<file path="config.mk">
export PLATFORM = sky130hd
export DESIGN_NAME = mem_access_unit
export DESIGN_NICKNAME = d
export VERILOG_FILES = /design/src/rtl/mem_access_pkg.sv /design/src/rtl/mem_lane_merge.sv /design/src/rtl/mem_access_unit.sv
export SDC_FILE = /design/constraint.sdc
export NUM_CORES = 1
export LEC_CHECK = 0
export ABC_AREA = 1
export CAP_MARGIN = 20
export CELL_PAD_IN_SITES_DETAIL_PLACEMENT = 0
export CELL_PAD_IN_SITES_GLOBAL_PLACEMENT = 1
export CORE_ASPECT_RATIO = 1.2
export CORE_MARGIN = 2
export CORE_UTILIZATION = 38
export CTS_CLUSTER_SIZE = 16
export DETAILED_ROUTE_END_ITERATION = 7
export GPL_ROUTABILITY_DRIVEN = 0
export HOLD_SLACK_MARGIN = 0.08
export PLACE_DENSITY_LB_ADDON = 0.1
export SYNTH_ARGS = -nofsm -noshare
export SYNTH_HDL_FRONTEND = slang
export SYNTH_HIERARCHICAL = 1
export SYNTH_SLANG_ARGS = --single-unit
</file>
<file path="constraint.sdc">
create_clock -name CLK -period 6.4 [get_ports CLK]
set_input_delay 1.28 -clock CLK [delete_from_list [all_inputs] [get_ports CLK]]
set_output_delay 1.28 -clock CLK [all_outputs]
set_load 0.03 [all_outputs]
</file>
<file path="src/rtl/mem_access_pkg.sv">
// Shared definitions for the memory access unit: size encodings, FSM states,
// the latched request payload and byte-lane shift helpers.
package mem_access_pkg;

    localparam int unsigned WORD_W = 32;
    localparam int unsigned HALF_W = 16;
    localparam int unsigned LANE_W = 8;
    localparam int unsigned SIZE_W = 2;
    localparam int unsigned LANE_IDX_W = 2;
    localparam int unsigned SHIFT_W = 5;

    localparam logic [SIZE_W-1:0] SZ_BYTE = 2'b00;
    localparam logic [SIZE_W-1:0] SZ_HALF = 2'b01;
    localparam logic [SIZE_W-1:0] SZ_WORD = 2'b10;
    localparam logic [SIZE_W-1:0] SZ_ILL  = 2'b11;

    typedef enum logic [1:0] {
        ST_IDLE = 2'b00,
        ST_RD   = 2'b01,
        ST_WR   = 2'b10,
        ST_RESP = 2'b11
    } state_t;

    // Request fields captured at acceptance
    typedef struct packed {
        logic                  we;
        logic [SIZE_W-1:0]     size;
        logic                  sign;
        logic [LANE_IDX_W-1:0] lane;
        logic [WORD_W-1:0]     wdata;
    } req_lat_t;

    // Bit offset of byte lane k (little-endian)
    function automatic logic [SHIFT_W-1:0] lane_shift(input logic [LANE_IDX_W-1:0] lane);
        return {lane, 3'b000};
    endfunction

    // Bit offset of the half selected by addr[1]
    function automatic logic [SHIFT_W-1:0] half_shift(input logic hi);
        return {hi, 4'b0000};
    endfunction

endpackage

</file>
<file path="src/rtl/mem_lane_merge.sv">
// Combinational lane logic.
//   old_word    : current memory word
//   wdata       : right-aligned store data
//   size/lane   : access size and addr[1:0]
//   sign        : sign-extend loads
//   merged_c    : old_word with addressed lanes replaced by wdata
//   extracted_c : addressed lanes shifted to bit 0, sign/zero extended
module mem_lane_merge
    import mem_access_pkg::*;
(
    input  logic [WORD_W-1:0]     old_word,
    input  logic [WORD_W-1:0]     wdata,
    input  logic [SIZE_W-1:0]     size,
    input  logic [LANE_IDX_W-1:0] lane,
    input  logic                  sign,
    output logic [WORD_W-1:0]     merged_c,
    output logic [WORD_W-1:0]     extracted_c
);

    logic [LANE_W-1:0] byte_sel;
    logic [HALF_W-1:0] half_sel;

    always_comb begin
        merged_c    = old_word;
        extracted_c = '0;
        byte_sel    = LANE_W'(old_word >> lane_shift(lane));
        half_sel    = HALF_W'(old_word >> half_shift(lane[1]));
        case (size)
            SZ_BYTE: begin
                merged_c[lane_shift(lane) +: LANE_W] = wdata[LANE_W-1:0];
                extracted_c = {{(WORD_W-LANE_W){sign & byte_sel[LANE_W-1]}}, byte_sel};
            end
            SZ_HALF: begin
                merged_c[half_shift(lane[1]) +: HALF_W] = wdata[HALF_W-1:0];
                extracted_c = {{(WORD_W-HALF_W){sign & half_sel[HALF_W-1]}}, half_sel};
            end
            SZ_WORD: begin
                merged_c    = wdata;
                extracted_c = old_word;
            end
            default: begin
                merged_c    = old_word;
                extracted_c = '0;
            end
        endcase
    end

endmodule

</file>
<file path="src/rtl/mem_access_unit.sv">
// Load/store initiator for a word-addressed memory with async read and
// sync write. Sub-word stores are read-modify-write.
//   CLK, RST             : clock, async active-low reset
//   req_*                : load/store request handshake and fields
//   resp_valid/rdata/err : one-cycle completion pulse with load data or error
//   mem_a/mem_wd/mem_we  : memory word index, write data, write enable
//   mem_rd               : combinational read data of mem_a
module mem_access_unit
    import mem_access_pkg::*;
#(
    parameter int unsigned ADDR_WIDTH = 32,
    parameter int unsigned DATA_WIDTH = 32,
    parameter int unsigned MEM_DEPTH  = 40000
) (
    input  logic                  CLK,
    input  logic                  RST,
    input  logic                  req_valid,
    output logic                  req_ready,
    input  logic                  req_we,
    input  logic [1:0]            req_size,
    input  logic                  req_sign,
    input  logic [ADDR_WIDTH-1:0] req_addr,
    input  logic [DATA_WIDTH-1:0] req_wdata,
    output logic                  resp_valid,
    output logic [DATA_WIDTH-1:0] resp_rdata,
    output logic                  resp_err,
    output logic [ADDR_WIDTH-1:0] mem_a,
    output logic [DATA_WIDTH-1:0] mem_wd,
    output logic                  mem_we,
    input  logic [DATA_WIDTH-1:0] mem_rd
);

    localparam logic [ADDR_WIDTH-1:0] DEPTH_W = ADDR_WIDTH'(MEM_DEPTH);

    state_t                state;
    req_lat_t              lat;
    logic                  err_c;
    logic [ADDR_WIDTH-1:0] word_idx_c;
    logic [WORD_W-1:0]     merged_c;
    logic [WORD_W-1:0]     extracted_c;

    // Ready is forced low while reset is held
    assign req_ready  = (state == ST_IDLE) && RST;
    assign word_idx_c = req_addr >> 2;

    // Request error decode: alignment, illegal size, range
    always_comb begin
        err_c = 1'b0;
        case (req_size)
            SZ_BYTE: err_c = 1'b0;
            SZ_HALF: err_c = req_addr[0];
            SZ_WORD: err_c = |req_addr[1:0];
            default: err_c = 1'b1;
        endcase
        if (word_idx_c >= DEPTH_W) begin
            err_c = 1'b1;
        end
    end

    // Lane logic always works on the latched request and live memory data
    mem_lane_merge u_lane (
        .old_word    (mem_rd),
        .wdata       (lat.wdata),
        .size        (lat.size),
        .lane        (lat.lane),
        .sign        (lat.sign),
        .merged_c    (merged_c),
        .extracted_c (extracted_c)
    );

    // Control FSM; response and write-enable are single-cycle pulses by default
    always_ff @(posedge CLK or negedge RST) begin
        if (!RST) begin
            state      <= ST_IDLE;
            lat        <= '0;
            mem_a      <= '0;
            mem_wd     <= '0;
            mem_we     <= 1'b0;
            resp_valid <= 1'b0;
            resp_err   <= 1'b0;
            resp_rdata <= '0;
        end else begin
            mem_we     <= 1'b0;
            resp_valid <= 1'b0;
            resp_err   <= 1'b0;
            resp_rdata <= '0;
            case (state)
                ST_IDLE: begin
                    if (req_valid) begin
                        lat.we    <= req_we;
                        lat.size  <= req_size;
                        lat.sign  <= req_sign;
                        lat.lane  <= req_addr[1:0];
                        lat.wdata <= WORD_W'(req_wdata);
                        mem_a     <= word_idx_c;
                        if (err_c) begin
                            resp_valid <= 1'b1;
                            resp_err   <= 1'b1;
                            state      <= ST_RESP;
                        end else if (req_we && (req_size == SZ_WORD)) begin
                            // Full-word store skips the read phase
                            mem_wd <= req_wdata;
                            mem_we <= 1'b1;
                            state  <= ST_WR;
                        end else begin
                            state <= ST_RD;
                        end
                    end
                end
                ST_RD: begin
                    if (lat.we) begin
                        mem_wd <= DATA_WIDTH'(merged_c);
                        mem_we <= 1'b1;
                        state  <= ST_WR;
                    end else begin
                        resp_rdata <= DATA_WIDTH'(extracted_c);
                        resp_valid <= 1'b1;
                        state      <= ST_RESP;
                    end
                end
                ST_WR: begin
                    resp_valid <= 1'b1;
                    state      <= ST_RESP;
                end
                ST_RESP: begin
                    state <= ST_IDLE;
                end
                default: begin
                    state <= ST_IDLE;
                end
            endcase
        end
    end

endmodule
</file>
**Word-level counts from Yosys, hierarchy flattened**

Index checks and enable logic that the tools add are counted.

- Bits in registers: 137
- Latch bits: 0
- Bits in writable memories: 0
- ROM bits: 0
- Input port bits: 103
- Output and inout bits: 100
- Logic and storage cells: 71
- Memories: 0

- Add/subtract/negate cells: 2
- Multipliers: 0
- Div/mod/pow operators: 0
- Magnitude comparators: 1
- Equal/unequal tests: 11
- Shift operators: 6
- Muxes and demuxes: 28
- Bitwise gates (word level): 2
- Reductions and logical operators: 9

Operators by type and width:

| kind | count |
|---|---|
| 32-bit 2-to-1 mux | 6 |
| 32-bit one-hot mux with 3 select lines | 2 |
| 32-bit bitwise mux | 2 |
| 32-bit one-hot mux with 2 select lines | 1 |
| 16-bit by 7-bit variable shift with 32-bit output (first input constant) | 1 |
| 8-bit by 7-bit variable shift with 32-bit output (first input constant) | 1 |
| 16-bit by 7-bit variable part select with 32-bit output | 1 |
| 8-bit by 7-bit variable part select with 32-bit output | 1 |
| 32-bit by 5-bit >> shifter with 16-bit output | 1 |
| 32-bit by 5-bit >> shifter with 8-bit output | 1 |
| 30-bit by 16-bit >= comparator with 1-bit output (second input constant) | 1 |
| 5-bit negation with 7-bit output | 2 |
| 1-bit 2-to-1 mux | 10 |
| 2-bit equality test (second input constant) | 4 |
| 2-bit one-hot mux with 4 select lines | 1 |
| 2-bit by 1-bit equality test with 1-bit output (second input constant) | 3 |
| 2-bit logical NOT | 3 |
| 2-bit 2-to-1 mux | 3 |
| 2-bit != test (second input constant) | 3 |
| 1-bit one-hot mux with 3 select lines | 2 |
| 5-bit AND reduction | 1 |
| 1-bit bitwise AND | 2 |
| 1-bit logical AND | 2 |
| 2-bit by 1-bit != test with 1-bit output (second input constant) | 1 |
| 4 further kinds | 4 |

**Longest topological paths before layout**

- Depth in word-level cells: 6
- Depth in mapped cells: 15
- Depth with buffers taken out: 13

**Cells and area by module**

Netlist, hierarchy kept.

By module, submodules not included:

| module | instances | cells each | area an instance (µm²) | seq. area each (µm²) |
|---|---|---|---|---|
| mem_access_unit | 1 | 670 | 5686.7 | 3428.3 |
| mem_lane_merge | 1 | 572 | 2576.2 | 0.0 |

**Worst setup path after synthesis**

OpenSTA, ideal clock, no wires.

- Kind: input to output
- From: in RST
- To: out req_ready
- Data arrival time: 1515 ps
- Required time: 5120 ps
- Setup slack: 3605 ps
- Cell stages on the path: 2
- Path buffers: 0
- Cell sequence: nand2_1 -> inv_1

- Word-level cells in the longest chain between the ends: 1

Ends and longest elaborated chain:

| element | line | RTL |
|---|---|---|
| from (decl) | mem_access_unit.sv:16 | `input logic RST,` |
| 1-bit logical AND | mem_access_unit.sv:43 | `assign req_ready = (state == ST_IDLE) && RST;` |
| to (decl) | mem_access_unit.sv:18 | `output logic req_ready,` |

No other way between the ends.

**Worst setup path after layout**

Ends and elaborated chain as after synthesis.

==> flow_summary.json <==
{
  "outcome": "complete, no violations",
  "dieArea_um2": 22900,
  "power.share.clock_pct": 16.6,
  "die_y_um": 166,
  "synth_top_family_by_area": "simple AND/OR/NAND/NOR gates",
  "fin_cells": 1687,
  "syn_inst": 1242,
  "worstPathCellList": "buf_6 -> nand2_1 -> inv_1 -> clkdlybuf4s50_1",
  "syn2layout_area_growth_pct": 31.2,
  "crit_type": "primary input to primary output",
  "overflow": 0,
  "ctsHtreeMaxLevel": 4,
  "max_stage_delay_ps": 660,
  "fin_skew_ps": 6.62,
  "whs_ps": 473,
  "synth_area_um2": 8260,
  "cts_root_buf": "clkbuf_16",
  "max-vdd-ir-drop_uv": 269,
  "multiInputGateArea_um2": 4030,
  "cts_resized": 0,
  "synth_cell_types": 33,
  "synth-xor-area-share_pct": 0,
  "worst_slack_ps": 2720,
  "drt_iter0_markers": 597,
  "async_flop_share_pct": 100,
  "syn_avg_cell_area_um2": 6.65,
  "switchingPower_mw": 2.69,
  "pre_cts_slack_ps": 2610,
  "grt_pass1_wl_um": 42300,
  "hold_buffers": 0,
  "synth_edf_count": 0,
  "vias": 8244,
  "numPortBuffers": 200,
  "required_ps": 5120,
  "vias_per_cell": 4.89,
  "cts_tree": "done",
  "antenna_found_initial": 0,
  "ys.flop_type": "dfrtp_1",
  "cts_buffer_depth": 2,
  "placed_cells": 1656,
  "insertedDiodeCount": 0,
  "power_density_nw_per_um2": 501,
  "hold_viol": 0,
  "fillers": 2230,
  "cts.sinks": 137,
  "grt_pass1_vias": 7912,
  "slew_headroom_pct": 31.2,
  "drive_gt1_share_pct": 5.31,
  "max_freq_mhz": 272,
  "combPwrFrac_pct": 55.9,
  "io_pins": 203,
  "swShare_pct": 49.4,
  "synthMuxAreaShare_pct": 0,
  "setup.worst_path.end_class": "primary output",
  "synth_compound_gate_area_share_pct": 11.6,
  "start_util_pct": 38.5,
  "clk_pin_slew_ps": 60,
  "p_leak_nw": 5.47,
  "core_um2": 21500,
  "postCtsSetupRepairBufs": 0,
  "numCtsBuffers": 17,
  "internal_power_mw": 2.75,
  "final_area_um2": 10800,
  "timing_worst_slew_pin_value_ps": 1030,
  "min_period_ps": 3680,
  "num_rows": 59,
  "drtPass1Iterations": 6,
  "synth-seq-cells": 137,
  "nets": 1514,
  "setup_violations": 0,
  "clkLatencyLatePin_ps": 420,
  "drc": 0,
  "grtUsageTotal_pct": 23.4,
  "seq_area_um2": 3430,
  "power_frac_seq_pct": 27.5,
  "antenna_left": 0,
  "synthAdderAreaFrac_pct": 1.51,
  "cp_max_fo": 35,
  "hpwl_um": 19500,
  "cp.arrival_ps": 2400,
  "wl_um": 26800,
  "hold_path.class": "flip-flop to flip-flop",
  "yosys.area_share.simple_pct": 35.3,
  "final_core_util_pct": 50.5,
  "grt_max_degree": 111,
  "ys_seq_area_share_pct": 41.5,
  "die_x_um": 139,
  "post-route-period-util_pct": 57.4,
  "report.final.slew_viol_count": 0,
  "yosysWarnings": 6,
  "fin_total_pwr_mw": 5.44,
  "wire_per_inst_um": 15.9,
  "tns_ps": 0,
  "cap_violations": 0,
  "dpl-instance-area_um2": 10300,
  "critPathSlowestCell": "clkdlybuf4s50_1",
  "rsz0062_at_grt": "no",
  "cp-start-kind": "primary input"
}
[state kept, by name, summed over array words and instances (netlist names)]
| register | count |
|---|---|
| lat | 38 |
| mem_a | 30 |
| mem_wd | 32 |
| mem_we | 1 |
| resp_err | 1 |
| resp_rdata | 32 |
| resp_valid | 1 |
| state | 2 |
[power groups by stage]
stage                     clock, mW  combinational (mW)  sequential (mW)
after floorplan                   0                1.68             1.85
after global placement            0                3.02             1.50
after detailed placement          0                3.04             1.50
after CTS                     0.925                3.05             1.50
after global routing          0.958                3.37             1.54
final                         0.904                3.04             1.49
[final timing paths]
path / startpoint / to / slack [ps] / cells past startpoint
setup / recovery: RST / req_ready / 2720 / 4
hold / removal: mem_wd[23] / mem_wd[23] / 470 / 2
setup reg to reg: state[1] / mem_wd[17] / 3210 / 10
hold reg to reg: mem_wd[23] / mem_wd[23] / 470 / 2
max in group asynchronous: RST / lat[17] / 4650 / 2
min in group asynchronous: RST / mem_wd[3] / 750 / 1
[synth_stat cells (7+ instances only)]
cell type	number	share of area, %
buf_1	12	0.55
a22oi_1	10	0.91
nand2_2	14	1.1
buf_2	23	1.4
a21oi_1	42	2.5
nor2_1	98	4.5
ha_1	10	1.5
nand3_1	63	3.8
dfrtp_1	137	41
nand4_1	7	0.53
clkbuf_1	18	0.82
o21ai_0	119	7.2
nand2_1	530	24
inv_1	112	5.1
[placed cells by master, fill, tap and decap left out, types with 14 or more instances in the layout]
master / instances
nand2_1: 529
dfrtp_1: 136
clkdlybuf4s50_1: 199
o21ai_0: 119
nand2_2: 14
clkbuf_16: 17
inv_1: 112
a21oi_1: 42
nor2_1: 98
nand3_1: 63
[area by class of cell]
| class | count | area share, % |
|---|---|---|
| repair buffers | 205 | 18.8 |
| inverters | 122 | 4.27 |
| multi-input cells | 918 | 37.2 |
| clock buffers | 18 | 4.05 |
| well taps | 274 | 3.16 |
| flip-flops and latches | 137 | 31.6 |
| clock inverters | 13 | 0.888 |
[worst max-delay path, delay by kind of cell]
kind,cells,cell delay [ps]
simple gates,1,90
buf+inv,3,1000
[logic make-up (layout without fill, tap and decap cells)]
kind of cell / count (synthesis) / count (layout)
flip-flops: 137 / 137
buffers and inverters: 188 / 358
AND/OR/NAND/NOR: 724 / 724
other: 1 / 2
adder cells (fa/ha/maj): 10 / 10
AO/OA/AOI/OAI: 182 / 182
[routing by layer]
metal	wire length [µm]	vias up	global-route usage [%]
met1	11700	3789	29.8
met5	0	-	0
li1	-	4170	-
met4	407	0	5.65
met2	13000	255	41.1
met3	1670	30	4.82
No activity file was read; power rests on OpenSTA's default activity.
